`src/rtl/xaxi_master_bridge_pkg.sv`:
```
// ============================================================================
// Module   : xaxi_master_bridge_pkg
// Brief    : Shared AXI encodings and burst-channel states for the master bridge.
// Revision : 1.0 - initial release
// ============================================================================
`default_nettype none

package xaxi_master_bridge_pkg;

    localparam logic [1:0] AXI_BURST_INCR = 2'b01;
    localparam logic [1:0] AXI_RESP_OKAY  = 2'b00;

    // Write path walks IDLE->ADDR->DATA->RESP; read path skips RESP.
    typedef enum logic [1:0] {
        ST_IDLE = 2'd0,
        ST_ADDR = 2'd1,
        ST_DATA = 2'd2,
        ST_RESP = 2'd3
    } chan_state_t;

    function automatic logic [2:0] axi_size(input int data_w);
        return 3'($clog2(data_w / 8));
    endfunction

endpackage : xaxi_master_bridge_pkg

`default_nettype wire

```
`src/rtl/xaxi_burst_channel.sv`:
```
// ============================================================================
// Module   : xaxi_burst_channel
// Brief    : Address phase, burst-parameter latch and beat counter for one path.
// Revision : 1.0 - initial release
// ============================================================================
`default_nettype none

module xaxi_burst_channel
    import xaxi_master_bridge_pkg::*;
#(
    parameter int ADDR_W   = 32,
    parameter int LEN_W    = 8,
    parameter bit HAS_RESP = 1'b1
) (
    input  logic              clk_i,
    input  logic              rst_i,
    input  logic              req_i,
    input  logic [ADDR_W-1:0] addr_i,
    input  logic [LEN_W-1:0]  len_i,
    input  logic              aready_i,
    input  logic              beat_i,
    input  logic              done_i,
    input  logic              resp_i,
    output chan_state_t       state_o,
    output logic [ADDR_W-1:0] addr_o,
    output logic [LEN_W-1:0]  len_o,
    output logic [LEN_W-1:0]  cnt_o,
    output logic              last_o
);

    localparam logic [LEN_W-1:0] c_cnt_one = LEN_W'(1);

    chan_state_t       r_state;
    logic [ADDR_W-1:0] r_addr;
    logic [LEN_W-1:0]  r_len;
    logic [LEN_W-1:0]  r_cnt;

    always_ff @(posedge clk_i or posedge rst_i) begin
        if (rst_i) begin
            r_state <= ST_IDLE;
            r_addr  <= '0;
            r_len   <= '0;
            r_cnt   <= '0;
        end else begin
            case (r_state)
                ST_IDLE: begin
                    if (req_i) begin
                        r_addr  <= addr_i;
                        r_len   <= len_i;
                        r_state <= ST_ADDR;
                    end
                end
                ST_ADDR: begin
                    if (aready_i) begin
                        r_cnt   <= '0;
                        r_state <= ST_DATA;
                    end
                end
                ST_DATA: begin
                    // Counter saturates at len so a full-range burst never wraps.
                    if (beat_i && (r_cnt != r_len)) begin
                        r_cnt <= r_cnt + c_cnt_one;
                    end
                    if (done_i) begin
                        r_state <= HAS_RESP ? ST_RESP : ST_IDLE;
                    end
                end
                ST_RESP: begin
                    if (resp_i) begin
                        r_state <= ST_IDLE;
                    end
                end
                default: r_state <= ST_IDLE;
            endcase
        end
    end

    assign state_o = r_state;
    assign addr_o  = r_addr;
    assign len_o   = r_len;
    assign cnt_o   = r_cnt;
    assign last_o  = (r_cnt == r_len);

endmodule : xaxi_burst_channel

`default_nettype wire

```
`src/rtl/xaxi_master_bridge.sv`:
```
// ============================================================================
// Module   : xaxi_master_bridge
// Brief    : Simple write/read burst interface to AXI4 master, one burst per path.
// Revision : 1.0 - initial release
// ============================================================================
`default_nettype none

module xaxi_master_bridge
    import xaxi_master_bridge_pkg::*;
#(
    parameter int ADDR_W   = 32,
    parameter int DATA_W   = 32,
    parameter int LEN_W    = 8,
    parameter int AXI_ID_W = 1
) (
    input  logic                  clk_i,
    input  logic                  rst_i,
    // upstream write
    input  logic                  s_wvalid_i,
    output logic                  s_wready_o,
    input  logic [ADDR_W-1:0]     s_waddr_i,
    input  logic [DATA_W-1:0]     s_wdata_i,
    input  logic [DATA_W/8-1:0]   s_wstrb_i,
    input  logic [LEN_W-1:0]      s_wlen_i,
    output logic                  s_wlast_o,
    // upstream read
    input  logic                  s_rvalid_i,
    output logic                  s_rready_o,
    input  logic [ADDR_W-1:0]     s_raddr_i,
    output logic [DATA_W-1:0]     s_rdata_o,
    input  logic [LEN_W-1:0]      s_rlen_i,
    output logic                  s_rlast_o,
    output logic                  error_o,
    // AXI AW
    output logic                  axi_awvalid_o,
    input  logic                  axi_awready_i,
    output logic [ADDR_W-1:0]     axi_awaddr_o,
    output logic [7:0]            axi_awlen_o,
    output logic [2:0]            axi_awsize_o,
    output logic [1:0]            axi_awburst_o,
    output logic [AXI_ID_W-1:0]   axi_awid_o,
    // AXI W
    output logic                  axi_wvalid_o,
    input  logic                  axi_wready_i,
    output logic [DATA_W-1:0]     axi_wdata_o,
    output logic [DATA_W/8-1:0]   axi_wstrb_o,
    output logic                  axi_wlast_o,
    // AXI B
    input  logic                  axi_bvalid_i,
    output logic                  axi_bready_o,
    input  logic [1:0]            axi_bresp_i,
    input  logic [AXI_ID_W-1:0]   axi_bid_i,
    // AXI AR
    output logic                  axi_arvalid_o,
    input  logic                  axi_arready_i,
    output logic [ADDR_W-1:0]     axi_araddr_o,
    output logic [7:0]            axi_arlen_o,
    output logic [2:0]            axi_arsize_o,
    output logic [1:0]            axi_arburst_o,
    output logic [AXI_ID_W-1:0]   axi_arid_o,
    // AXI R
    input  logic                  axi_rvalid_i,
    output logic                  axi_rready_o,
    input  logic [DATA_W-1:0]     axi_rdata_i,
    input  logic [1:0]            axi_rresp_i,
    input  logic                  axi_rlast_i,
    input  logic [AXI_ID_W-1:0]   axi_rid_i
);

    localparam logic [2:0] c_axi_size = axi_size(DATA_W);

    chan_state_t       w_wr_state;
    logic [ADDR_W-1:0] w_wr_addr;
    logic [LEN_W-1:0]  w_wr_len;
    logic [LEN_W-1:0]  w_wr_cnt;
    logic              w_wr_last;
    logic              w_wr_in_data;
    logic              w_wr_beat;
    logic              w_wr_done;

    chan_state_t       w_rd_state;
    logic [ADDR_W-1:0] w_rd_addr;
    logic [LEN_W-1:0]  w_rd_len;
    logic [LEN_W-1:0]  w_rd_cnt;
    logic              w_rd_last;
    logic              w_rd_in_data;
    logic              w_rd_beat;
    logic              w_rd_done;

    logic              r_error;

    // ---------------- write path ----------------
    assign w_wr_in_data = (w_wr_state == ST_DATA);
    assign w_wr_beat    = w_wr_in_data & s_wvalid_i & axi_wready_i;
    assign w_wr_done    = w_wr_beat & w_wr_last;

    xaxi_burst_channel #(
        .ADDR_W   (ADDR_W),
        .LEN_W    (LEN_W),
        .HAS_RESP (1'b1)
    ) u_wr_chan (
        .clk_i    (clk_i),
        .rst_i    (rst_i),
        .req_i    (s_wvalid_i),
        .addr_i   (s_waddr_i),
        .len_i    (s_wlen_i),
        .aready_i (axi_awready_i),
        .beat_i   (w_wr_beat),
        .done_i   (w_wr_done),
        .resp_i   (axi_bvalid_i),
        .state_o  (w_wr_state),
        .addr_o   (w_wr_addr),
        .len_o    (w_wr_len),
        .cnt_o    (w_wr_cnt),
        .last_o   (w_wr_last)
    );

    assign axi_awvalid_o = (w_wr_state == ST_ADDR);
    assign axi_awaddr_o  = w_wr_addr;
    assign axi_awsize_o  = c_axi_size;
    assign axi_awburst_o = AXI_BURST_INCR;
    assign axi_awid_o    = '0;

    assign axi_wvalid_o  = w_wr_in_data & s_wvalid_i;
    assign axi_wdata_o   = s_wdata_i;
    assign axi_wstrb_o   = s_wstrb_i;
    assign axi_wlast_o   = w_wr_in_data & w_wr_last;
    assign s_wready_o    = w_wr_in_data & axi_wready_i;
    assign s_wlast_o     = w_wr_in_data & w_wr_last;
    assign axi_bready_o  = (w_wr_state == ST_RESP);

    // ---------------- read path ----------------
    assign w_rd_in_data = (w_rd_state == ST_DATA);
    assign w_rd_beat    = w_rd_in_data & axi_rvalid_i & s_rvalid_i;
    assign w_rd_done    = w_rd_beat & axi_rlast_i;

    xaxi_burst_channel #(
        .ADDR_W   (ADDR_W),
        .LEN_W    (LEN_W),
        .HAS_RESP (1'b0)
    ) u_rd_chan (
        .clk_i    (clk_i),
        .rst_i    (rst_i),
        .req_i    (s_rvalid_i),
        .addr_i   (s_raddr_i),
        .len_i    (s_rlen_i),
        .aready_i (axi_arready_i),
        .beat_i   (w_rd_beat),
        .done_i   (w_rd_done),
        .resp_i   (1'b0),
        .state_o  (w_rd_state),
        .addr_o   (w_rd_addr),
        .len_o    (w_rd_len),
        .cnt_o    (w_rd_cnt),
        .last_o   (w_rd_last)
    );

    assign axi_arvalid_o = (w_rd_state == ST_ADDR);
    assign axi_araddr_o  = w_rd_addr;
    assign axi_arsize_o  = c_axi_size;
    assign axi_arburst_o = AXI_BURST_INCR;
    assign axi_arid_o    = '0;

    assign axi_rready_o  = w_rd_in_data & s_rvalid_i;
    assign s_rready_o    = w_rd_in_data & axi_rvalid_i;
    assign s_rlast_o     = w_rd_in_data & axi_rvalid_i & axi_rlast_i;
    assign s_rdata_o     = axi_rdata_i;

    // ---------------- AXI length fields ----------------
    generate
        if (LEN_W < 8) begin : g_len_pad
            assign axi_awlen_o = {{(8-LEN_W){1'b0}}, w_wr_len};
            assign axi_arlen_o = {{(8-LEN_W){1'b0}}, w_rd_len};
        end else begin : g_len_full
            assign axi_awlen_o = w_wr_len[7:0];
            assign axi_arlen_o = w_rd_len[7:0];
        end
    endgenerate

    // Sticky until reset: any non-OKAY write response or read beat.
    always_ff @(posedge clk_i or posedge rst_i) begin
        if (rst_i) begin
            r_error <= 1'b0;
        end else if ((axi_bvalid_i && axi_bready_o && (axi_bresp_i != AXI_RESP_OKAY)) ||
                     (axi_rvalid_i && axi_rready_o && (axi_rresp_i != AXI_RESP_OKAY))) begin
            r_error <= 1'b1;
        end
    end

    assign error_o = r_error;

    logic w_unused_ok;
    assign w_unused_ok = &{1'b0, axi_bid_i, axi_rid_i, w_wr_cnt, w_rd_cnt, w_rd_last};

endmodule : xaxi_master_bridge

`default_nettype wire

```
`config.mk`:
```
export PLATFORM = sky130hd
export DESIGN_NAME = xaxi_master_bridge
export DESIGN_NICKNAME = d
export VERILOG_FILES = /design/src/rtl/xaxi_master_bridge_pkg.sv /design/src/rtl/xaxi_burst_channel.sv /design/src/rtl/xaxi_master_bridge.sv
export SDC_FILE = /design/constraint.sdc
export NUM_CORES = 1
export LEC_CHECK = 0
export CAP_MARGIN = 20
export CORE_AREA = 2 2 130 132
export CTS_CLUSTER_DIAMETER = 30
export CTS_CLUSTER_SIZE = 24
export DETAILED_ROUTE_END_ITERATION = 10
export DIE_AREA = 0 0 132 134
export PLACE_DENSITY = 0.68
export RECOVER_POWER = 50
export SYNTH_ARGS = -nofsm -noshare
export SYNTH_HDL_FRONTEND = slang
export SYNTH_SLANG_ARGS = --single-unit
```
`constraint.sdc`:
```
create_clock -name clk_i -period 4.75 [get_ports clk_i]
set_input_delay 1.425 -clock clk_i [delete_from_list [all_inputs] [get_ports clk_i]]
set_output_delay 1.425 -clock clk_i [all_outputs]
set_load 0.02 [all_outputs]
```
==> results of run 1 <==
==> registers in the layout, indices dropped and copies added, names as in the netlist <==
register,count
u_wr_chan.cnt_o,8
error_o,1
u_wr_chan.len_o,8
u_rd_chan.state_o,2
u_wr_chan.addr_o,32
u_rd_chan.addr_o,32
u_rd_chan.len_o,8
u_wr_chan.state_o,2
==> cell families (layout without fill, tap and decap cells) <==
family / count (synthesis) / after routing / synth area share
flip-flops: 93 / 93 / 0.513
multiplexers: 81 / 81 / 0.201
XOR/XNOR: 8 / 8 / 0.0154
AO/OA/AOI/OAI: 22 / 22 / 0.0344
adder cells (fa/ha/maj): 10 / 10 / 0.0276
other: 2 / 12 / 0.00165
AND/OR/NAND/NOR: 45 / 45 / 0.0559
buffers and inverters: 102 / 212 / 0.152
==> cells in the mapped netlist, drive strengths merged <==
cell / n / area share
nand4: 2 / 0.0028
nor4b: 1 / 0.0019
o21bai: 3 / 0.0050
o22ai: 1 / 0.0014
nand3: 4 / 0.0044
buf: 82 / 0.14
xnor2: 8 / 0.015
nor3b: 1 / 0.0017
and2: 4 / 0.0055
a32oi: 1 / 0.0019
dfrtp: 93 / 0.51
o311a: 1 / 0.0022
a211oi: 1 / 0.0017
mux2: 81 / 0.20
o311ai: 1 / 0.0019
or2: 2 / 0.0028
clkbuf: 11 / 0.0091
or3: 2 / 0.0028
o21ai: 6 / 0.0066
a21boi: 1 / 0.0017
conb: 2 / 0.0017
nor2b: 2 / 0.0028
nor2: 2 / 0.0017
nand3b: 1 / 0.0017
or4: 2 / 0.0033
or3b: 1 / 0.0019
a211o: 3 / 0.0058
nand2: 8 / 0.0066
nor3: 6 / 0.0066
inv: 9 / 0.0074
o221ai: 1 / 0.0019
nor4: 4 / 0.0055
o211ai: 2 / 0.0033
and3: 3 / 0.0041
ha: 10 / 0.028
a21oi: 1 / 0.0011
==> how the worst max path moves through the flow <==
stage | from | to | slack [ps] | cells past startpoint
2_1_floorplan | rst_i | error_o$_DFFE_PP0P_ | 900 | 1
3_3_place_gp | s_rvalid_i | axi_rready_o | 610 | 3
3_5_place_dp | s_rvalid_i | axi_rready_o | 590 | 3
4_1_cts | s_rvalid_i | axi_rready_o | 590 | 3
5_1_grt | s_rvalid_i | axi_rready_o | 460 | 3
6_report | s_rvalid_i | axi_rready_o | 510 | 3
==> power by group <==
group	switching (mW)	leakage (nW)	total (mW)	internal, mW
Sequential	0.225	1.11	1.40	1.17
Combinational	1.03	1.40	2.06	1.03
Clock	0.333	0.154	0.753	0.420
Total	1.59	2.66	4.21	2.62
==> routing by layer <==
layer / track usage / wire (um) / vias up
li1: - / - / 1392
met1: 0.150 / 4370 / 1500
met2: 0.249 / 6440 / 231
met3: 0.0862 / 1910 / 22
met4: 0.0634 / 260 / 0
met5: 0 / 0 / -
==> area by class of cell <==
cell class                 instances  share of cell area
clock buffer                       9              0.0353
multi-input combinational        178               0.245
timing repair buffer             187               0.291
sequential                        93               0.365
tap                              220              0.0432
inverter                           9             0.00569
clock inverter                     7              0.0141
==> critical path, stage by stage <==
cell             delay (ps)
dlygate4sd3_1           640
and2_1                  150
clkdlybuf4s50_1         600
==> metrics by stage <==
| stage | power (mW) | area (sq um) | setup slack, ps | hold slack [ps] | cells |
|---|---|---|---|---|---|
| after detailed placement | 3.61 | 6070 | 591 | 492 | 687 |
| final | 4.21 | 6380 | 511 | 499 | 703 |
| after global routing | 4.47 | 6380 | 457 | 506 | 703 |
| after CTS | 4.39 | 6380 | 587 | 508 | 703 |
| after floorplan | 2.65 | 4580 | 905 | 519 | 373 |
| after global placement | 3.55 | 6070 | 605 | 488 | 687 |
==> results.sh, run 1 <==
export IMPL_status="complete, no violations"
export IMPL_r2r_start="u_wr_chan.state_o[0]$_DFFE_PP0P_"
export IMPL_syn_to_final_growth_pct=40.4
export IMPL_worstSetupPathType="in -> out"
export IMPL_grt_pass1_vias=3339
export IMPL_postCtsSetupBuffers=0
export IMPL_required_ps=3320
export IMPL_start_kind="input port"
export IMPL_rrSetupSlack_ps=2130
export IMPL_place_hpwl_um=10400
export IMPL_start_util=0.279
export IMPL_seq_area_frac_synth=0.513
export IMPL_via_per_inst=4.47
export IMPL_end_kind="output port"
export IMPL_hold_violations=0
export IMPL_die_x_um=132
export IMPL_fmax_ghz=0.236
export IMPL_setup_viol=0
export IMPL_final_core_util=0.391
export IMPL_final_cell_mix="112 x clkdlybuf4s50_1, 93 x dfrtp_1, 81 x mux2_2"
export IMPL_cts_resized=0
export IMPL_antenna_cells=0
export IMPL_period_share=0.892
export IMPL_nNetsFinal=652
export IMPL_holdPathEnd="u_wr_chan.addr_o[29]$_DFFE_PP0P_"
export IMPL_die_area_sq_um=17700
export IMPL_cp_arrival_ps=2810
export IMPL_die_h_um=134
export IMPL_core_area_sq_um=16300
export IMPL_cts_tree="built"
export IMPL_drt_first_pass_iters=4
export IMPL_cts_root_buffer="clkbuf_16"
export IMPL_final_setup_tns_ps=0
export IMPL_via_count=3145
export IMPL_yosysWarnings=0
export IMPL_drv_slew=0
export IMPL_path_clk_slew_ps=60
export IMPL_skew_ps=10.5
export IMPL_p_per_area_nw_per_um2=660
export IMPL_grt_pass1_wl_um=20000
export IMPL_maxCapViolCount=0
export IMPL_insertion_delay_ps=350
export IMPL_wl_per_cell_um=18.5
export IMPL_gr_total_overflow=0
export IMPL_wl_um=13000
export IMPL_htreeDepth=3
export IMPL_relSlewSlack=0.293
export IMPL_ys_ff_latch=93
export IMPL_numClockSinks=93
export IMPL_syn_area_sq_um=4540
export IMPL_whs_path_depth=1
export IMPL_gp_congestion=0.792
export IMPL_synth_cell_type_count=39
export IMPL_ant_nets=0
export IMPL_ctsHoldBuffers=0
export IMPL_ir_drop_v=0.000335
export IMPL_seq_area_sq_um=2330
export IMPL_multi_input_area_sq_um=1570
export IMPL_first_iter_violations=49
export IMPL_rr_worst_depth=7
export IMPL_synth_avg_cell_area_sq_um=12.5
export IMPL_min_period_ps=4240
export IMPL_pin_count=335
export IMPL_fillers=1534
export IMPL_worstMarginPinSlew_ps=1060
export IMPL_io_buffer_count=184
export IMPL_grt_antenna_before_repair=0
export IMPL_rsz0062_at_grt="false"
export IMPL_cp_max_fo=5
export IMPL_cts_buffer_depth=2
export IMPL_drc=0
export IMPL_reg2reg_to="u_wr_chan.cnt_o[4]$_DFFE_PP0P_"
export IMPL_synthCells=363
export IMPL_grt_usage=0.148
export IMPL_cts_inserted_buffers=9
export IMPL_hold_path_class="reg -> reg"
export IMPL_drive_gt1_frac=0.209
export IMPL_p_leak_nw=2.66
export IMPL_row_count=47
export IMPL_final_common_cell="clkdlybuf4s50_1"
export IMPL_grt_max_degree=71
export IMPL_min_delay_start="u_wr_chan.addr_o[29]$_DFFE_PP0P_"
Power figures use the tool's default switching activity.
==> run 2: changes to the inputs <==
--- a/config.mk
+++ b/config.mk
@@ -5,7 +5,7 @@
 export SDC_FILE = /design/constraint.sdc
 export NUM_CORES = 1
 export LEC_CHECK = 0
-export CAP_MARGIN = 20
+export CAP_MARGIN = 40
 export CORE_AREA = 2 2 130 132
 export CTS_CLUSTER_DIAMETER = 30
 export CTS_CLUSTER_SIZE = 24
==> run 2 against run 1 <==
Net effect: the run now ends with capacitance limit, slew limit left; combinational power is 3% higher; clock skew is 3.0 ps lower; via count is 0.16% higher; clock power is 6.8% lower; first-iteration DRC count is 27% higher; final cell count is 0.43% higher; hold slack better by 0.61 ps; largest cell class unchanged; largest power group unchanged.
==> results.sh, run 2 (synthesis results as in run 1) <==
export IMPL_place_hpwl_um=10700
export IMPL_first_iter_violations=62
export IMPL_met2_usage=0.255
export IMPL_start_kind="input port"
export IMPL_min_period_ps=4230
export IMPL_drc=0
export IMPL_wl_per_cell_um=18.7
export IMPL_maxCapViolCount=1
export IMPL_postCtsSetupBuffers=0
export IMPL_cp_arrival_ps=2810
export IMPL_nNetsFinal=655
export IMPL_die_x_um=132
export IMPL_switching_share=0.378
export IMPL_start_util=0.279
export IMPL_violations="capacitance limit, slew limit"
export IMPL_gp_congestion=0.792
export IMPL_grt_antenna_before_repair=0
export IMPL_use_met1=0.147
export IMPL_insertion_delay_ps=350
export IMPL_period_share=0.891
export IMPL_status="complete, but fails checks"
export IMPL_setup_viol=0
export IMPL_drt_first_pass_iters=4
export IMPL_hold_violations=0
export IMPL_skew_ps=7.54
export IMPL_cp_max_fo=5
export IMPL_hold_path_class="reg -> reg"
export IMPL_core_area_sq_um=16300
export IMPL_worstSetupPathType="in -> out"
export IMPL_ir_drop_v=0.000385
export IMPL_cts_tree="built"
export IMPL_final_cell_mix="153 x clkdlybuf4s50_1, 93 x dfrtp_1, 81 x mux2_2"
export IMPL_htreeDepth=3
export IMPL_io_buffer_count=184
export IMPL_combPwrFrac=0.502
export IMPL_busiest_layer="met2"
export IMPL_fmax_ghz=0.236
export IMPL_cts_root_buffer="clkbuf_16"
export IMPL_ant_nets=0
export IMPL_drv_slew=33
export IMPL_final_core_util=0.391
export IMPL_syn_to_final_growth_pct=40.3
export IMPL_cp_slowest_cell="dlygate4sd3_1"
export IMPL_cts_inserted_buffers=9
export IMPL_seq_power_share=0.332
export IMPL_p_leak_nw=2.64
export IMPL_required_ps=3320
export IMPL_path_cells="dlygate4sd3_1 -> and2_1 -> clkdlybuf4s50_1"
export IMPL_row_count=47
export IMPL_cts_buffer_depth=2
export IMPL_relSlewSlack=-0.187
export IMPL_fillers=1551
export IMPL_intPower_mw=2.63
export IMPL_end_kind="output port"
export IMPL_gr_total_overflow=0
export IMPL_drive_gt1_frac=0.210
export IMPL_numClockSinks=93
export IMPL_p_total_mw=4.23
export IMPL_path_clk_slew_ps=70
export IMPL_use_met3=0.0907
export IMPL_cts_resized=0
export IMPL_final_common_cell="clkdlybuf4s50_1"
export IMPL_wl_um=13200
export IMPL_die_h_um=134
export IMPL_grt_usage=0.150
export IMPL_grt_pass1_vias=3441
export IMPL_final_setup_tns_ps=0
export IMPL_pin_count=335
export IMPL_antenna_cells=0
export IMPL_crit_path_max_incr_delay_ps=630
export IMPL_ctsHoldBuffers=0
export IMPL_worstMarginPinSlew_ps=1780
export IMPL_p_clk_frac=0.166
export IMPL_grt_max_degree=43
export IMPL_via_per_inst=4.46
export IMPL_die_area_sq_um=17700
export IMPL_p_sw_mw=1.60
export IMPL_p_per_area_nw_per_um2=664
export IMPL_via_count=3150
export IMPL_rsz0062_at_grt="false"
export IMPL_grt_pass1_wl_um=20300
-- run 2: path summary, 6_finish.rpt --
path	to	slack, ps	cells past startpoint	from
worst min register to register	u_rd_chan.addr_o[19]$_DFFE_PP0P_	500	1	u_rd_chan.addr_o[19]$_DFFE_PP0P_
worst max-delay path	axi_rready_o	520	3	s_rvalid_i
worst max register to register	u_wr_chan.addr_o[1]$_DFFE_PP0P_	1770	5	u_wr_chan.state_o[0]$_DFFE_PP0P_
min in group asynchronous	u_wr_chan.addr_o[8]$_DFFE_PP0P_	1780	2	rst_i
max in group asynchronous	u_rd_chan.addr_o[20]$_DFFE_PP0P_	820	4	rst_i
worst min-delay path	u_rd_chan.addr_o[19]$_DFFE_PP0P_	500	1	u_rd_chan.addr_o[19]$_DFFE_PP0P_
-- run 2: cell type report --
type	count	area [sq um]	area share
Clock buffer	9	225	0.0354
Clock inverter	7	70.1	0.0110
Inverter	9	35.0	0.00550
Multi-Input combinational cell	178	1560	0.245
Sequential cell	93	2330	0.365
Tap cell	220	275	0.0432
Timing Repair Buffer	190	1870	0.294
-- run 2: power groups by stage --
stage	sequential (mW)	combinational [mW]	clock, mW
6_report	1.40	2.12	0.702
5_1_grt	1.46	2.28	0.762
4_1_cts	1.42	2.21	0.728
3_5_place_dp	1.42	2.20	0
3_3_place_gp	1.41	2.14	0
2_1_floorplan	1.82	0.839	0
-- run 2: routing by layer --
metal,up-vias,part of all wire
met1,1504,0.32
li1,1387,-
met3,22,0.15
met2,237,0.51
met5,-,0
met4,0,0.021
-- run 2: per-stage QoR --
| step | instance area (sq um) | std cells | worst slack (ps) | hold WS, ps |
|---|---|---|---|---|
| floorplan | 4580 | 373 | 905 | 519 |
| global placement | 6070 | 687 | 605 | 488 |
| detailed placement | 6120 | 689 | 591 | 492 |
| CTS | 6410 | 705 | 593 | 509 |
| global route | 6370 | 706 | 288 | 517 |
| finish | 6370 | 706 | 519 | 499 |
-- run 2: worst max-delay path, delay by kind of cell --
kind,cells,cell delay (ps)
buffers and inverters,2,1230
AND/OR/NAND/NOR,1,150
==> run 3: changes to the inputs <==
--- a/config.mk
+++ b/config.mk
@@ -7,7 +7,7 @@
 export LEC_CHECK = 0
 export CAP_MARGIN = 40
 export CORE_AREA = 2 2 130 132
-export CTS_CLUSTER_DIAMETER = 30
+export CTS_CLUSTER_DIAMETER = 50
 export CTS_CLUSTER_SIZE = 24
 export DETAILED_ROUTE_END_ITERATION = 10
 export DIE_AREA = 0 0 132 134
==> results of run 3 <==
Same layout as run 2: the final DEF is identical, and so are final timing and power.
